==> src/rtl/tinyalu_cmd_issuer.sv <==
// Command issuer for a TinyALU: buffers commands in a small FIFO, issues them one
// at a time to the ALU, filters illegal opcodes, and returns results or timeout aborts.
module tinyalu_cmd_issuer #(
    parameter int FIFO_DEPTH = 4,
    parameter int TIMEOUT    = 15
) (
    input  logic        clk,
    input  logic        reset_n,
    input  logic        cmd_valid,
    output logic        cmd_ready,
    input  logic [7:0]  cmd_a,
    input  logic [7:0]  cmd_b,
    input  logic [2:0]  cmd_op,
    output logic        alu_start,
    output logic [7:0]  alu_a,
    output logic [7:0]  alu_b,
    output logic [2:0]  alu_op,
    input  logic        alu_done,
    input  logic [15:0] alu_result,
    output logic        rsp_valid,
    input  logic        rsp_ready,
    output logic [15:0] rsp_result,
    output logic [2:0]  rsp_op,
    output logic        rsp_err,
    output logic [7:0]  illegal_cnt,
    output logic        busy
);

    localparam int PW      = (FIFO_DEPTH > 1) ? $clog2(FIFO_DEPTH) : 1;
    localparam int CNTW    = $clog2(FIFO_DEPTH + 1);
    localparam int TW      = (TIMEOUT > 0) ? $clog2(TIMEOUT + 1) : 1;
    localparam int ENTRY_W = 19;

    typedef enum logic [1:0] {
        ST_IDLE = 2'd0,
        ST_NOP  = 2'd1,
        ST_WAIT = 2'd2,
        ST_RESP = 2'd3
    } state_t;

    state_t              r_state;
    logic [ENTRY_W-1:0]  r_mem [FIFO_DEPTH];
    logic [PW-1:0]       r_wr_ptr;
    logic [PW-1:0]       r_rd_ptr;
    logic [CNTW-1:0]     r_count;
    logic [TW-1:0]       r_tmo;
    logic                r_alu_start;
    logic [7:0]          r_alu_a;
    logic [7:0]          r_alu_b;
    logic [2:0]          r_alu_op;
    logic                r_rsp_valid;
    logic [15:0]         r_rsp_result;
    logic [2:0]          r_rsp_op;
    logic                r_rsp_err;
    logic [7:0]          r_illegal;

    logic                w_full;
    logic                w_not_empty;
    logic                w_push;
    logic                w_pop;
    logic [ENTRY_W-1:0]  w_head;
    logic [7:0]          w_head_a;
    logic [7:0]          w_head_b;
    logic [2:0]          w_head_op;

    // Readiness derives from the current occupancy only, so a pop while full never admits a push that cycle.
    assign w_full      = (r_count == CNTW'(FIFO_DEPTH));
    assign w_not_empty = (r_count != {CNTW{1'b0}});
    assign w_push      = cmd_valid && !w_full;
    assign w_pop       = (r_state == ST_IDLE) && w_not_empty;
    assign w_head      = r_mem[r_rd_ptr];
    assign w_head_a    = w_head[18:11];
    assign w_head_b    = w_head[10:3];
    assign w_head_op   = w_head[2:0];

    assign cmd_ready   = !w_full;
    assign busy        = (r_state != ST_IDLE) || w_not_empty;
    assign alu_start   = r_alu_start;
    assign alu_a       = r_alu_a;
    assign alu_b       = r_alu_b;
    assign alu_op      = r_alu_op;
    assign rsp_valid   = r_rsp_valid;
    assign rsp_result  = r_rsp_result;
    assign rsp_op      = r_rsp_op;
    assign rsp_err     = r_rsp_err;
    assign illegal_cnt = r_illegal;

    // Command FIFO storage, pointers and occupancy.
    always_ff @(posedge clk or negedge reset_n) begin
        if (!reset_n) begin
            for (int i = 0; i < FIFO_DEPTH; i++) begin
                r_mem[i] <= {ENTRY_W{1'b0}};
            end
            r_wr_ptr <= {PW{1'b0}};
            r_rd_ptr <= {PW{1'b0}};
            r_count  <= {CNTW{1'b0}};
        end else begin
            if (w_push) begin
                r_mem[r_wr_ptr] <= {cmd_a, cmd_b, cmd_op};
                r_wr_ptr        <= r_wr_ptr + PW'(1);
            end
            if (w_pop) begin
                r_rd_ptr <= r_rd_ptr + PW'(1);
            end
            case ({w_push, w_pop})
                2'b10:   r_count <= r_count + CNTW'(1);
                2'b01:   r_count <= r_count - CNTW'(1);
                default: r_count <= r_count;
            endcase
        end
    end

    // Issue FSM: one command in flight, all ALU and response outputs registered.
    always_ff @(posedge clk or negedge reset_n) begin
        if (!reset_n) begin
            r_state      <= ST_IDLE;
            r_tmo        <= {TW{1'b0}};
            r_alu_start  <= 1'b0;
            r_alu_a      <= 8'h00;
            r_alu_b      <= 8'h00;
            r_alu_op     <= 3'b000;
            r_rsp_valid  <= 1'b0;
            r_rsp_result <= 16'h0000;
            r_rsp_op     <= 3'b000;
            r_rsp_err    <= 1'b0;
            r_illegal    <= 8'h00;
        end else begin
            case (r_state)
                ST_IDLE: begin
                    if (w_not_empty) begin
                        if (w_head_op > 3'd4) begin
                            if (r_illegal != 8'hFF) begin
                                r_illegal <= r_illegal + 8'd1;
                            end
                        end else begin
                            r_alu_start <= 1'b1;
                            r_alu_a     <= w_head_a;
                            r_alu_b     <= w_head_b;
                            r_alu_op    <= w_head_op;
                            r_tmo       <= {TW{1'b0}};
                            r_state     <= (w_head_op == 3'd0) ? ST_NOP : ST_WAIT;
                        end
                    end
                end
                ST_NOP: begin
                    r_alu_start <= 1'b0;
                    r_state     <= ST_IDLE;
                end
                ST_WAIT: begin
                    // A completion on the final timeout cycle still wins over the abort.
                    if (alu_done) begin
                        r_alu_start  <= 1'b0;
                        r_rsp_result <= alu_result;
                        r_rsp_op     <= r_alu_op;
                        r_rsp_err    <= 1'b0;
                        r_rsp_valid  <= 1'b1;
                        r_state      <= ST_RESP;
                    end else if (r_tmo == TW'(TIMEOUT)) begin
                        r_alu_start  <= 1'b0;
                        r_rsp_result <= 16'h0000;
                        r_rsp_op     <= r_alu_op;
                        r_rsp_err    <= 1'b1;
                        r_rsp_valid  <= 1'b1;
                        r_state      <= ST_RESP;
                    end else begin
                        r_tmo <= r_tmo + TW'(1);
                    end
                end
                ST_RESP: begin
                    if (rsp_ready) begin
                        r_rsp_valid <= 1'b0;
                        r_state     <= ST_IDLE;
                    end
                end
                default: begin
                    r_state     <= ST_IDLE;
                    r_alu_start <= 1'b0;
                    r_rsp_valid <= 1'b0;
                end
            endcase
        end
    end

endmodule
==> config.mk <==
export PLATFORM = sky130hd
export DESIGN_NAME = tinyalu_cmd_issuer
export DESIGN_NICKNAME = d
export VERILOG_FILES = /design/src/rtl/tinyalu_cmd_issuer.sv
export SDC_FILE = /design/constraint.sdc
export NUM_CORES = 1
export LEC_CHECK = 0
export ABC_AREA = 1
export CORE_ASPECT_RATIO = 0.9
export CORE_UTILIZATION = 60
export CTS_BUF_LIST = sky130_fd_sc_hd__clkbuf_8
export DETAILED_ROUTE_END_ITERATION = 10
export GPL_TIMING_DRIVEN = 0
export PLACE_DENSITY = 0.87
export SLEW_MARGIN = 20
export SYNTH_ARGS = -nofsm -noshare
export SYNTH_HDL_FRONTEND = slang
export SYNTH_SLANG_ARGS = --single-unit
==> constraint.sdc <==
create_clock -name clk -period 4 [get_ports clk]
set_input_delay 1.2 -clock clk [delete_from_list [all_inputs] [get_ports clk]]
set_output_delay 1.2 -clock clk [all_outputs]
set_load 0.005 [all_outputs]
---- After elaboration in Yosys (flattened, before gate mapping) ----
Cells that the tools add are included.
word-level totals
  bits in registers ....................... 138
  output and inout bits ................... 51
operators by class
  add/sub/neg operators ................... 6
  $lt $le $gt $ge ......................... 4
  eq/ne operators ......................... 14
  multiplexer cells ....................... 33
  bitwise gates (word level) .............. 3
  reductions and logical operators ........ 21
operators by type and width
  operator               count
  $bwmux W76             1
  $mux W19               3
  $bmux W19 S2           1
  $demux W19 S2          1
  $mux W16               2
  $mux W4                4
  $mux W2                6
  $reduce_and A4 Y1      3
  $ne A2 B2 Y1 const B   5
  $reduce_bool A2 Y1     5
  $add A8 B1 Y8 const B  1
  $mux W1                8
  $ne A8 B8 Y1 const B   1
  $pmux W2 S4            1
  $pmux W4 S2            1
  $eq A2 B2 Y1 const B   3
  $ge A3 B3 Y1 const B   2
  $mux W3                2
  $not A2 Y3             2
  $pmux W3 S2            1
  $reduce_and A3 Y1      2
  $reduce_bool A3 Y1     2
  $reduce_and A5 Y1      1
  $add A2 B1 Y2 const B  2
  other kinds (18)       21

---- Longest topological paths before layout ----
Gate-level depths: netlist of run 1.
  word-level depth ........................ 9
  depth in mapped cells ................... 12
  depth with buffers taken out ............ 11

---- Least setup slack after synthesis of run 1 ----
OpenSTA, ideal clock, no wires.
  path type ............................... input port to flip-flop
  start point ............................. input cmd_valid
  end point ............................... register r_count[2]
  library setup time ...................... 0.124 ns
  data arrival time ....................... 2.191 ns
  slack ................................... 1.685 ns
  cell stages on the path ................. 7
  buffers on the path ..................... 0
  cells stage by stage .................... nand2_2 ha_1 inv_1 fa_1 a21oi_1 o21ai_0 xnor2_1
on the way
  word-level cells in the longest chain between the ends .. 3
  elaborated cells on any way between the ends .. 5
  those cells by class .................... eq/ne (2); mux (1); reduce/logical (2)
ends and longest elaborated chain
  element                                                   line  RTL
  start: declaration                                        9     input logic cmd_valid,
  $logic_and A1 B1 Y1 *                                     69    assign w_push = cmd_valid && !w_full;
  $eq A2 B1 Y1 / $eq A2 B2 Y1 (equally long branches)       105   case ({w_push, w_pop})
  $pmux W3 S2 / $reduce_bool A2 Y1 (equally long branches)  n/a
  end signal: assignment                                    106   2'b10: r_count <= r_count + CNTW'(1);
  end signal: assignment                                    107   2'b01: r_count <= r_count - CNTW'(1);
  end signal: assignment                                    108   default: r_count <= r_count;
  end: declaration                                          45    logic [CNTW-1:0] r_count;
Every way passes the cells marked *; elsewhere a longest branch is shown, timed or not.
A chain may end at the register's enable or synchronous reset.

---- Final worst setup path of run 1 ----
  start point ............................. register r_state[1]
  end point ............................... output busy
on the way
  word-level cells in the longest chain between the ends .. 2
ends and longest elaborated chain
  element                   line  RTL
  start: declaration        41    state_t r_state;
  start signal: assignment  141   r_state <= (w_head_op == 3'd0) ? ST_NOP : ST_WAIT;
  $reduce_bool A2 Y1        77    assign busy = (r_state != ST_IDLE) || w_not_empty;
  $logic_or A1 B1 Y1        77
  end: declaration          26    output logic busy
No other way between the ends.

==> flow_summary.ini, run 1 <==
[status]
status = finished, final reports clean

[clock_network]
cts.sinks = 138
cts_buffer_depth = 2
htreeDepth = 4
cts-hold-fix-buffers = 0
cts_buffers = 17
cts_root_buf = clkbuf_8
clock_latency_ps = 440
cts.clk_slew.worst_paths_ps = 70
cts_tree = yes
postCtsSetupBuffers = 0
cts-resized-gates = 0

[worst_setup_path]
critPathMaxStageDelay_ps = 540
worstSetupEndpointType = primary output
cp_max_fo = 6
crit_path_top_delay_cell = clkdlybuf4s50_1
critPathKind = register to primary output
required_ps = 2800
cp-start-kind = register
cp_cell_sequence = inv_1, ha_1, nand2_1, clkdlybuf4s50_1
arrival_ps = 1900

[sta]
finalMaxSlewViolations = 0
skew_ps = 12.4
slew_headroom_pct = 57.9
period_minus_slack_ps = 3100
setup_violations = 0
max_freq_mhz = 322
post-route-period-util_pct = 77.6
hold_viol_final = 0
whs_ps = 482
worst_slew_pin_slew_ps = 631
setup-tns-final_ps = 0
grt_setup_unrepaired = no

[drt]
wl_microns = 15000
final_antenna_net_count = 0
drc = 0
firstDrtPassIters = 7
wl_per_cell_microns = 16.4
viasPerCell = 5.58
drtIter0Drc = 599
vias = 5116

[synthesis]
syn_nets = 720
yosys_warnings = 0
synth-async-reset-ratio_pct = 100
ys_ff_latch = 138
syn_area_per_cell_sq_um = 9.02
synthTopCellsByArea = dfrtp_1 (57%), nand2_1 (12%), o21ai_0 (9.7%)
yosys-top-cells-count = nand2_1 (193), dfrtp_1 (138), o21ai_0 (117)
yosys.area.top_type = dfrtp_1
yosysTopAreaCellShare_pct = 57.3
synth_area_sq_um = 6030
synth.most_common_cell = nand2_1
synth_ff_type = dfrtp_1
ys_types = 29
yosysSeqAreaShare_pct = 57.3
synth_edf_count = 0
synth_cells = 668

[placed_design]
io_buffer_count = 90
place_area_sq_um = 7120
place_congestion = 0.837
dp_hpwl_microns = 10400

[finish]
antennaDiodeCount = 0
multi_input_area_sq_um = 2210
syn_to_final_growth_pct = 24.7
final_area_sq_um = 7520
final_layout_size_suffix_gt1_share_pct = 8.47
fillers = 612
fin_nets = 830
seq_area_sq_um = 3450
fin_util_pct = 77.5

[global_routing]
grt_pass1_wl_microns = 24300
grt.total_usage_pct = 30.4
grt_pass1_vias = 5029
grt_max_degree = 77
antenna_found_initial = 0
grt_overflow = 0

[floorplanning]
start_util_pct = 62.1
die_h_microns = 97.1
pin_count = 91
die_width_microns = 108
dieArea_sq_um = 10500
row_count = 34
fp.coreArea_sq_um = 9700

[pwr]
power.leakage_nw = 3.63
ir_drop_mv = 0.436
p_per_area_nw_per_um2 = 841
total_power_mw = 6.32

[hold_path]
hold_class = register to register

[job]
maxCapViolCount = 0
metal layers:
| metal | GRT usage (%) | routed length, microns |
|---|---|---|
| met3 | 6.77 | 1370 |
| met1 | 39.5 | 6040 |
| met4 | 11.6 | 194 |
| met2 | 49.9 | 7410 |
| met5 | 0 | 0 |
metrics by stage:
step | setup WS (ps) | cells
final | 896 | 917
after global placement | -3400 | 884
after floorplan | 1690 | 668
after detailed placement | 1180 | 885
after CTS | 880 | 917
after global routing | 792 | 917
worst paths after layout:
| check | startpoint | depth (start not counted) | to | slack [ps] |
|---|---|---|---|---|
| max | r_state[1] | 4 | busy | 900 |
| min | alu_a[4] | 2 | alu_a[4] | 480 |
| max reg2reg | r_state[1] | 10 | r_count[2] | 1740 |
| min reg2reg | alu_a[4] | 2 | alu_a[4] | 480 |
| max in group asynchronous | reset_n | 2 | r_mem[46] | 2610 |
| min in group asynchronous | reset_n | 1 | rsp_result[0] | 680 |
placed cells by master (no fill, tap or decap):
cell and instances:
buf_4 2, bufinv_16 2, o21ai_1 9, nor3_1 1, a31oi_1 1, clkinv_4 2, o21bai_1 1, buf_2 14
nand2_2 5, inv_4 1, clkbuf_1 15, nand3_2 2, clkdlybuf4s50_1 89, nand4_1 3, inv_2 5, o22ai_1 16
fa_1 1, a21oi_1 2, clkinvlp_4 4, nor2_1 45, nand2_1 193, xor2_1 6, clkinv_1 1, buf_6 4
buf_8 1, clkinv_2 2, inv_1 41, clkbuf_8 20, o21ai_0 117, a2bb2oi_1 1, xnor2_1 6, ha_1 11
dfrtp_1 138, buf_16 1, nand3_1 11, nand2_4 2, a22o_1 16
area by class of cell:
type / count / area share (%)
repair buffers: 91 / 12.4
inverters: 46 / 2.33
multi-input cells: 449 / 29.4
clock buffers: 20 / 3.66
clock inverters: 12 / 1.66
well taps: 126 / 2.10
flip-flops and latches: 138 / 45.9
plain buffers: 35 / 2.48
power breakdown:
part | total [mW] | leakage [nW] | internal, mW | switching [mW]
clock | 1.13 | 0.199 | 0.598 | 0.531
sequential | 2.40 | 1.74 | 2.03 | 0.378
combinational | 2.79 | 1.69 | 1.19 | 1.60
total | 6.32 | 3.63 | 3.81 | 2.50
logic make-up (layout without fill, tap and decap cells):
logic type,Yosys count,after routing,synth area share [%]
buffers and inverters,81,204,6.00
DFF,138,138,57.3
adders and majority gates,12,12,2.62
AOI/OAI and AO/OA,163,163,15.0
xor gates and xnor gates,12,12,1.74
and+or+nand+nor,262,262,17.4
worst max-delay path, delay by kind of cell, from the launching register on:
kind,cells,cell delay (ps)
and+or+nand+nor,1,160
DFF,1,440
adders and majority gates,1,260
buffers and inverters,2,620
state kept, by name, summed over array words and instances (netlist names), 2 cells and up:
signal and count:
rsp_result 16, illegal_cnt 8, r_tmo 4, r_mem 76, r_wr_ptr 2, r_count 3, rsp_op 3, r_state 2
alu_a 8, alu_b 8, alu_op 3, r_rd_ptr 2
Note: power is estimated with default switching activity, not from simulation.
==> run 2, diff against run 1 <==
- CORE_UTILIZATION: 60 -> 51
- PLACE_DENSITY: 0.87 -> 0.79
- clock period: 4 -> 2.6 ns (I/O delays scaled with it)
==> run 2 against run 1 <==
Compared with the run above: power increased by 58%; setup slack got worse by 810 ps; clock skew decreased by 0.83 ps; clock power increased by 73%; critical endpoint unchanged; sequential share of layout area decreased by 0.65 points.
==> flow_summary.ini, run 2 (same netlist as run 1, synthesis figures left out) <==
[clock_network]
cts_buffers = 17
htreeDepth = 4
cts_buffer_depth = 2
cts.sinks = 138
cts_root_buf = clkbuf_8
cts-hold-fix-buffers = 0
postCtsSetupBuffers = 0
cts_tree = yes
clock_latency_ps = 430
cts.clk_slew.worst_paths_ps = 80

[placed_design]
place_congestion = 0.849
dp_hpwl_microns = 10500
dpl_worst_slack_ps = 159
io_buffer_count = 90

[drt]
firstDrtPassIters = 6
wl_per_cell_microns = 15.8
drtIter0Drc = 501
wl_microns = 14900
drc = 0
viasPerCell = 5.31
final_antenna_net_count = 0
vias = 5029

[finish]
final_cell_mix = nand2_1 (192), dfrtp_1 (137), o21ai_0 (117)
largest_reg_flops = 76
antennaDiodeCount = 0
fillers = 964
syn_to_final_growth_pct = 26.6
regMostFlops = r_mem
final_layout_size_suffix_gt1_share_pct = 8.98
final_common_cell = nand2_1
fin_nets = 830

[pwr]
power.leakage_nw = 3.67
p_per_area_nw_per_um2 = 1310
ir_drop_mv = 0.559
total_power_mw = 9.96

[worst_setup_path]
worstSetupEndpointType = primary output
required_ps = 1820
cp_max_fo = 6
cp-start-kind = register
arrival_ps = 1740
critPathKind = register to primary output

[floorplanning]
die_width_microns = 117
fp.coreArea_sq_um = 11500
die_h_microns = 105
start_util_pct = 52.5
row_count = 37
pin_count = 91
dieArea_sq_um = 12300

[sta]
max_freq_mhz = 397
fin_ws_ps = 83.4
whs_ps = 324
finalMaxSlewViolations = 0
setup_violations = 0
post-route-period-util_pct = 96.8
setup-tns-final_ps = 0
hold_viol_final = 0
worst_slew_pin_slew_ps = 632
grt_setup_unrepaired = no
slew_headroom_pct = 57.8
skew_ps = 11.5
period_minus_slack_ps = 2520

[job]
maxCapViolCount = 0

[hold_path]
hold_class = input pin to asynchronous set/reset pin

[global_routing]
grt_pass1_vias = 5189
grt.total_usage_pct = 26.1
grt_overflow = 0
grt_pass1_wl_microns = 24400
grt_max_degree = 83
antenna_found_initial = 0

[status]
status = finished, final reports clean
run 2: cell count changes in the layout (fill, tap and decap cells not counted):
cell | previous run | this run
clkinvlp_4 | 4 | 0
bufinv_16 | 2 | 5
nor3_1 | 1 | 0
ha_4 | 0 | 1
clkinv_2 | 2 | 4
dfrtp_2 | 0 | 1
nor3_2 | 0 | 1
ha_1 | 11 | 10
clkinv_4 | 2 | 3
clkbuf_8 | 20 | 18
nand2_2 | 5 | 6
dfrtp_1 | 138 | 137
nand2_1 | 193 | 192
run 2: report_power, final:
| group | leakage [nW] | total (mW) | internal [mW] | switching (mW) |
|---|---|---|---|---|
| clock | 0.239 | 1.96 | 1.16 | 0.802 |
| sequential | 1.74 | 3.70 | 3.12 | 0.580 |
| combinational | 1.69 | 4.30 | 1.85 | 2.45 |
| total | 3.67 | 9.96 | 6.13 | 3.83 |
run 2: area by class of cell:
cell class,instances,area [sq um],share of cell area [%]
clock buffers,18,248,3.25
flip-flops and latches,138,3450,45.3
plain buffers,35,186,2.44
inverters,46,175,2.30
repair buffers,91,933,12.2
clock inverters,14,204,2.67
multi-input cells,449,2230,29.3
well taps,156,195,2.56
run 2: routing by layer:
metal	global-route usage, %	vias up	wire length (microns)
met2	42.3	230	7150
met1	33.1	2382	6230
met4	8.41	0	186
li1	-	2394	-
met3	8.24	23	1370
met5	0	-	0
run 2: path summary, 6_finish.rpt:
check                            from             to  slack (ps)  cells after the start
max                        r_state[0]           busy          80                      4
min reg2reg                 rsp_op[2]      rsp_op[2]         480                      2
min                           reset_n  rsp_result[3]         320                      1
min in group clk            rsp_op[2]      rsp_op[2]         480                      2
max in group asynchronous     reset_n      r_mem[67]        1590                      2
max reg2reg                r_state[0]     r_count[2]         370                     10
run 2: timing repair:
action | in CTS | in global routing
gates resized for setup | 1 | 4
endpoints found under the setup margin | 1 | 1
pin swaps | 0 | 0
run 2: worst max-delay path, stage by stage (launching register included):
cell and delay (ps):
dfrtp_1 390, inv_1 110, ha_4 200, nand2_2 90
clkdlybuf4s50_1 520
run 2: through the flow:
step                      std cells  cell area, sq um  utilization [%]
after floorplan                 668              6030                -
after global placement          914              7120             62.0
after detailed placement        915              7160             62.3
after CTS                       947              7610             66.3
after global routing            947              7630             66.4
final                           947              7630             66.4
==> run 3, diff against run 2 <==
--- a/config.mk
+++ b/config.mk
@@ -14,2 +14,3 @@
 export PLACE_DENSITY = 0.79
+export SKIP_CTS_REPAIR_TIMING = 1
 export SLEW_MARGIN = 20
--- a/constraint.sdc
+++ b/constraint.sdc
@@ -3,2 +3,2 @@
 set_output_delay 0.78 -clock clk [all_outputs]
-set_load 0.005 [all_outputs]
+set_load 0.05 [all_outputs]
==> run 3 against run 2 <==
Compared with the run above: power is 11% higher; critical path depth shrank 3; largest power group unchanged; register-to-register slack got worse by 90 ps; clock power hardly changed; utilization shrank 0.19 points; via count decreased by 0.28%; clock skew is essentially flat; count of clock-buffer cells in the layout did not move; fmax rose by 0.31%; critical endpoint is now illegal_cnt[5]; sequential power about the same; highest routed layer unchanged; global-route usage about the same.
==> flow_summary.ini, run 3 (same netlist as run 1, synthesis figures left out) <==
[sta]
worst_slew_pin_slew_ps = 641
period_minus_slack_ps = 2510
setup_violations = 0
hold_viol_final = 0
skew_ps = 11.9
max_freq_mhz = 399
post-route-period-util_pct = 96.5
finalMaxSlewViolations = 0
grt_setup_unrepaired = no
fin_ws_ps = 91.1
setup-tns-final_ps = 0
slew_headroom_pct = 57.2

[worst_setup_path]
arrival_ps = 1730
path_buf_inv = 1
crit_path_top_delay_cell = clkdlybuf4s50_1
critPathKind = register to primary output
critPathTopFamily = buffers and inverters
cp_cell_sequence = clkdlybuf4s50_1
cp_max_fo = 5
worstSetupEndpointType = primary output
critPathMaxStageDelay_ps = 860
required_ps = 1820
cp-start-kind = register

[global_routing]
grt_pass1_vias = 5196
grt_pass1_wl_microns = 24400
grt_overflow = 0
antenna_found_initial = 0
grt_max_degree = 83
grt.total_usage_pct = 26.1

[clock_network]
cts_buffer_depth = 2
cts_root_buf = clkbuf_8
htreeDepth = 4
cts_tree = yes
cts.clk_slew.worst_paths_ps = 70
cts_buffers = 17
cts.sinks = 138
clock_latency_ps = 430

[pwr]
netSwitchingFraction_pct = 44.7
power.leakage_nw = 3.68
total_power_mw = 11.0
clkPwrFrac_pct = 17.8
p_per_area_nw_per_um2 = 1450
p_seq_share_pct = 33.5
p_sw_mw = 4.94
combPwrFrac_pct = 48.8
ir_drop_mv = 0.562
intPower_mw = 6.10

[placed_design]
dpl_worst_slack_ps = 105
place_congestion = 0.849
dp_hpwl_microns = 10500
place_area_sq_um = 7160
io_buffer_count = 90

[status]
status = finished, final reports clean

[drt]
vias = 5015
viasPerCell = 5.30
wl_per_cell_microns = 15.8
final_antenna_net_count = 0
wl_microns = 15000
drtIter0Drc = 527
firstDrtPassIters = 6
drc = 0

[finish]
syn_to_final_growth_pct = 26.2
regMostFlops = r_mem
seq_area_sq_um = 3450
largest_reg_flops = 76
antennaDiodeCount = 0
fin_util_pct = 66.3
final_common_cell = nand2_1
fillers = 961
final_area_sq_um = 7610
multi_input_area_sq_um = 2210
final_cell_mix = nand2_1 (193), dfrtp_1 (138), o21ai_0 (117)
fin_nets = 830
final_layout_size_suffix_gt1_share_pct = 8.60

[floorplanning]
die_width_microns = 117
die_h_microns = 105
fp.coreArea_sq_um = 11500
row_count = 37
dieArea_sq_um = 12300
pin_count = 91
start_util_pct = 52.5

[hold_path]
hold_class = input pin to asynchronous set/reset pin

[job]
maxCapViolCount = 0
## run 3: area by class of cell
class / instances / area share, %
repair buffers: 91 / 12.3
clock buffers: 18 / 3.26
clock inverters: 14 / 2.68
plain buffers: 35 / 2.45
multi-input cells: 449 / 29.1
flip-flops and latches: 138 / 45.4
well taps: 156 / 2.57
inverters: 46 / 2.30
## run 3: power by group through the flow
stage	combinational, mW	clock, mW	sequential, mW
floorplan	2.64	0	4.68
CTS	5.39	1.97	3.68
global placement	5.20	0	3.66
detailed placement	5.36	0	3.71
global route	5.91	2.08	3.80
finish	5.39	1.96	3.70
## run 3: worst paths after layout
kind,start,slack (ps),to,cells after the start
worst max-delay path,illegal_cnt[5],90,illegal_cnt[5],1
worst min-delay path,reset_n,320,rsp_result[3],1
worst max register to register,r_state[0],280,r_count[2],10
worst min register to register,rsp_op[2],480,rsp_op[2],2
max in group asynchronous,reset_n,1580,r_mem[17],2
min in group clk,rsp_op[2],480,rsp_op[2],2
## run 3: routing by layer
metal | share of wire (%) | track usage, % | vias to the layer above
li1 | - | - | 2391
met1 | 42 | 33.1 | 2383
met2 | 48 | 42.4 | 225
met3 | 9.1 | 8.24 | 16
met4 | 1.2 | 8.41 | 0
met5 | 0 | 0 | -
## run 3: stage by stage
stage	hold slack (ps)	std cells
2_1_floorplan	448	668
3_3_place_gp	460	914
3_5_place_dp	464	915
4_1_cts	349	947
5_1_grt	366	947
6_report	324	947
==> RTL edit, RTL diff (config.mk and constraints of run 3) <==
The parameter `FIFO_DEPTH` goes from 4 to 8.
--- a/src/rtl/tinyalu_cmd_issuer.sv
+++ b/src/rtl/tinyalu_cmd_issuer.sv
@@ -3,3 +3,3 @@
 module tinyalu_cmd_issuer #(
-    parameter int FIFO_DEPTH = 4,
+    parameter int FIFO_DEPTH = 8,
     parameter int TIMEOUT    = 15
Check against the original RTL: not equivalent (a bounded check fails within 10 cycles, from zero or initial values and one cycle with reset_n low).
==> RTL edit against run 3 <==
  * Worst hold slack got worse by 0.21 ns
  * Register-to-register slack improved by 0.03 ns
  * Sequential cell count up 79
  * Routed wire length increased by 75%
  * Setup slack got worse by 0.076 ns
  * First-iteration DRC count up 66%
  * Sequential share of layout area increased by 0.84 points
  * Area after synthesis rose by 62%
  * Utilization down 3.1 points
  * Final area grew 54%
  * Power is 49% higher
  * Critical path type unchanged
  * Largest power group unchanged
==> RTL edit: results <==
export IMPL_leakage_uw=0.00574
export IMPL_critPathKind="register to primary output"
export IMPL_slowest_stage="dfrtp_1"
export IMPL_drt_iter0_drc=876
export IMPL_max_vdd_ir_drop_v=0.000431
export IMPL_grt_pass1_vias=8239
export IMPL_nets=1336
export IMPL_worst_path_largest_cell_delay_ns=0.41
export IMPL_cts_htree_levels=2
export IMPL_instances_no_fill=1551
export IMPL_grt_util_met1=0.383
export IMPL_clock_latency_ns=0.54
export IMPL_post_dp_cell_area_um2=11000
export IMPL_grt_use_total=0.270
export IMPL_p_int_uw=9130
export IMPL_grt_use_met2=0.410
export IMPL_design_area_um2=11700
export IMPL_largest_reg_flops=152
export IMPL_finalClockSkew_ns=0.0206
export IMPL_worstPathArrival_ns=1.81
export IMPL_path_max_fanout=4
export IMPL_dp_cells=1492
export IMPL_layout_drive_gt1_share=0.0842
export IMPL_synth_area_per_cell_um2=8.45
export IMPL_routabilityCongestion=0.846
export IMPL_filler_cell_count=1576
export IMPL_grt_max_degree=102
export IMPL_hpwl_mm=17.5
export IMPL_clockBufferDepth=3
export IMPL_yosysUniqueCellTypes=31
export IMPL_status="completed"
export IMPL_synth_fp_nets=1206
export IMPL_async_flop_share=1.00
export IMPL_grt_first_pass_wirelength_mm=41.9
export IMPL_yosysSeqAreaShare=0.556
export IMPL_wl_per_cell_um=16.9
export IMPL_cts_made_buffers=36
export IMPL_ys_warn_count=0
export IMPL_maxSlewHeadroom=0.542
export IMPL_dp_slack_ns=0.0146
export IMPL_vias_per_cell=5.59
export IMPL_first_pass_iters=5
export IMPL_synthTopCellsByArea="dfrtp_1 (56%), nand2_1 (14%), o21ai_0 (12%)"
export IMPL_synth_common_cells="nand2_1 (367), o21ai_0 (229), dfrtp_1 (217), nor2_1 (80), inv_1 (57)"
export IMPL_grt_use_met3=0.0521
## RTL edit: cell types whose count changed after synthesis, sizes merged, moves of 17 or more
cell,run 3,this run
buf,20,37
clkbuf,15,32
dfrtp,138,217
nand2,200,373
nand3,13,36
nor2,45,81
o21ai,126,238
## RTL edit: final cells by class
type	count	share of cell area
Tap cell	245	0.0261
Multi-Input combinational cell	807	0.317
Timing Repair Buffer	92	0.0820
Buffer	69	0.0314
Clock buffer	43	0.0504
Clock inverter	16	0.0102
Inverter	62	0.0200
Sequential cell	217	0.462
## RTL edit: per-stage QoR
step                hold slack, ns  setup TNS [ns]
floorplan                    0.448               0
global placement             0.461        -1788.50
detailed placement           0.468               0
CTS                          0.113          -0.776
global route                 0.134         -0.0841
finish                       0.119               0
## RTL edit: power groups by stage
stage	Sequential (uW)	Combinational, uW	Clock, uW
5_1_grt	5920	8350	3230
3_3_place_gp	5710	7250	0
6_report	5760	7630	3030
3_5_place_dp	5760	7510	0
2_1_floorplan	6590	4300	0
4_1_cts	5730	7550	3080
## RTL edit: kinds of logic after synthesis
| family | Yosys count | synth area share |
|---|---|---|
| AOI/OAI and AO/OA | 274 | 0.145 |
| and+or+nand+nor | 503 | 0.205 |
| DFF | 217 | 0.556 |
| buffers and inverters | 131 | 0.0619 |
| muxes | 3 | 0.00346 |
| adders and majority gates | 11 | 0.0141 |
| xor gates and xnor gates | 16 | 0.0144 |
## RTL edit: path summary, 6_finish.rpt
kind,start,end,slack (ns),cells past startpoint
max,r_state[1],busy,0.01,6
min,reset_n,illegal_cnt[3],0.12,1
max reg2reg,r_state[0],r_count[3],0.31,11
min reg2reg,r_mem[43],r_mem[43],0.48,2
max in group asynchronous,reset_n,r_mem[13],1.32,3
min in group clk,r_mem[43],r_mem[43],0.48,2
## RTL edit: per-layer routing
metal | vias to the layer above | share of wire
met3 | 57 | 0.091
met4 | 0 | 0.024
li1 | 4011 | -
met5 | - | 0
met1 | 4159 | 0.44
met2 | 448 | 0.45
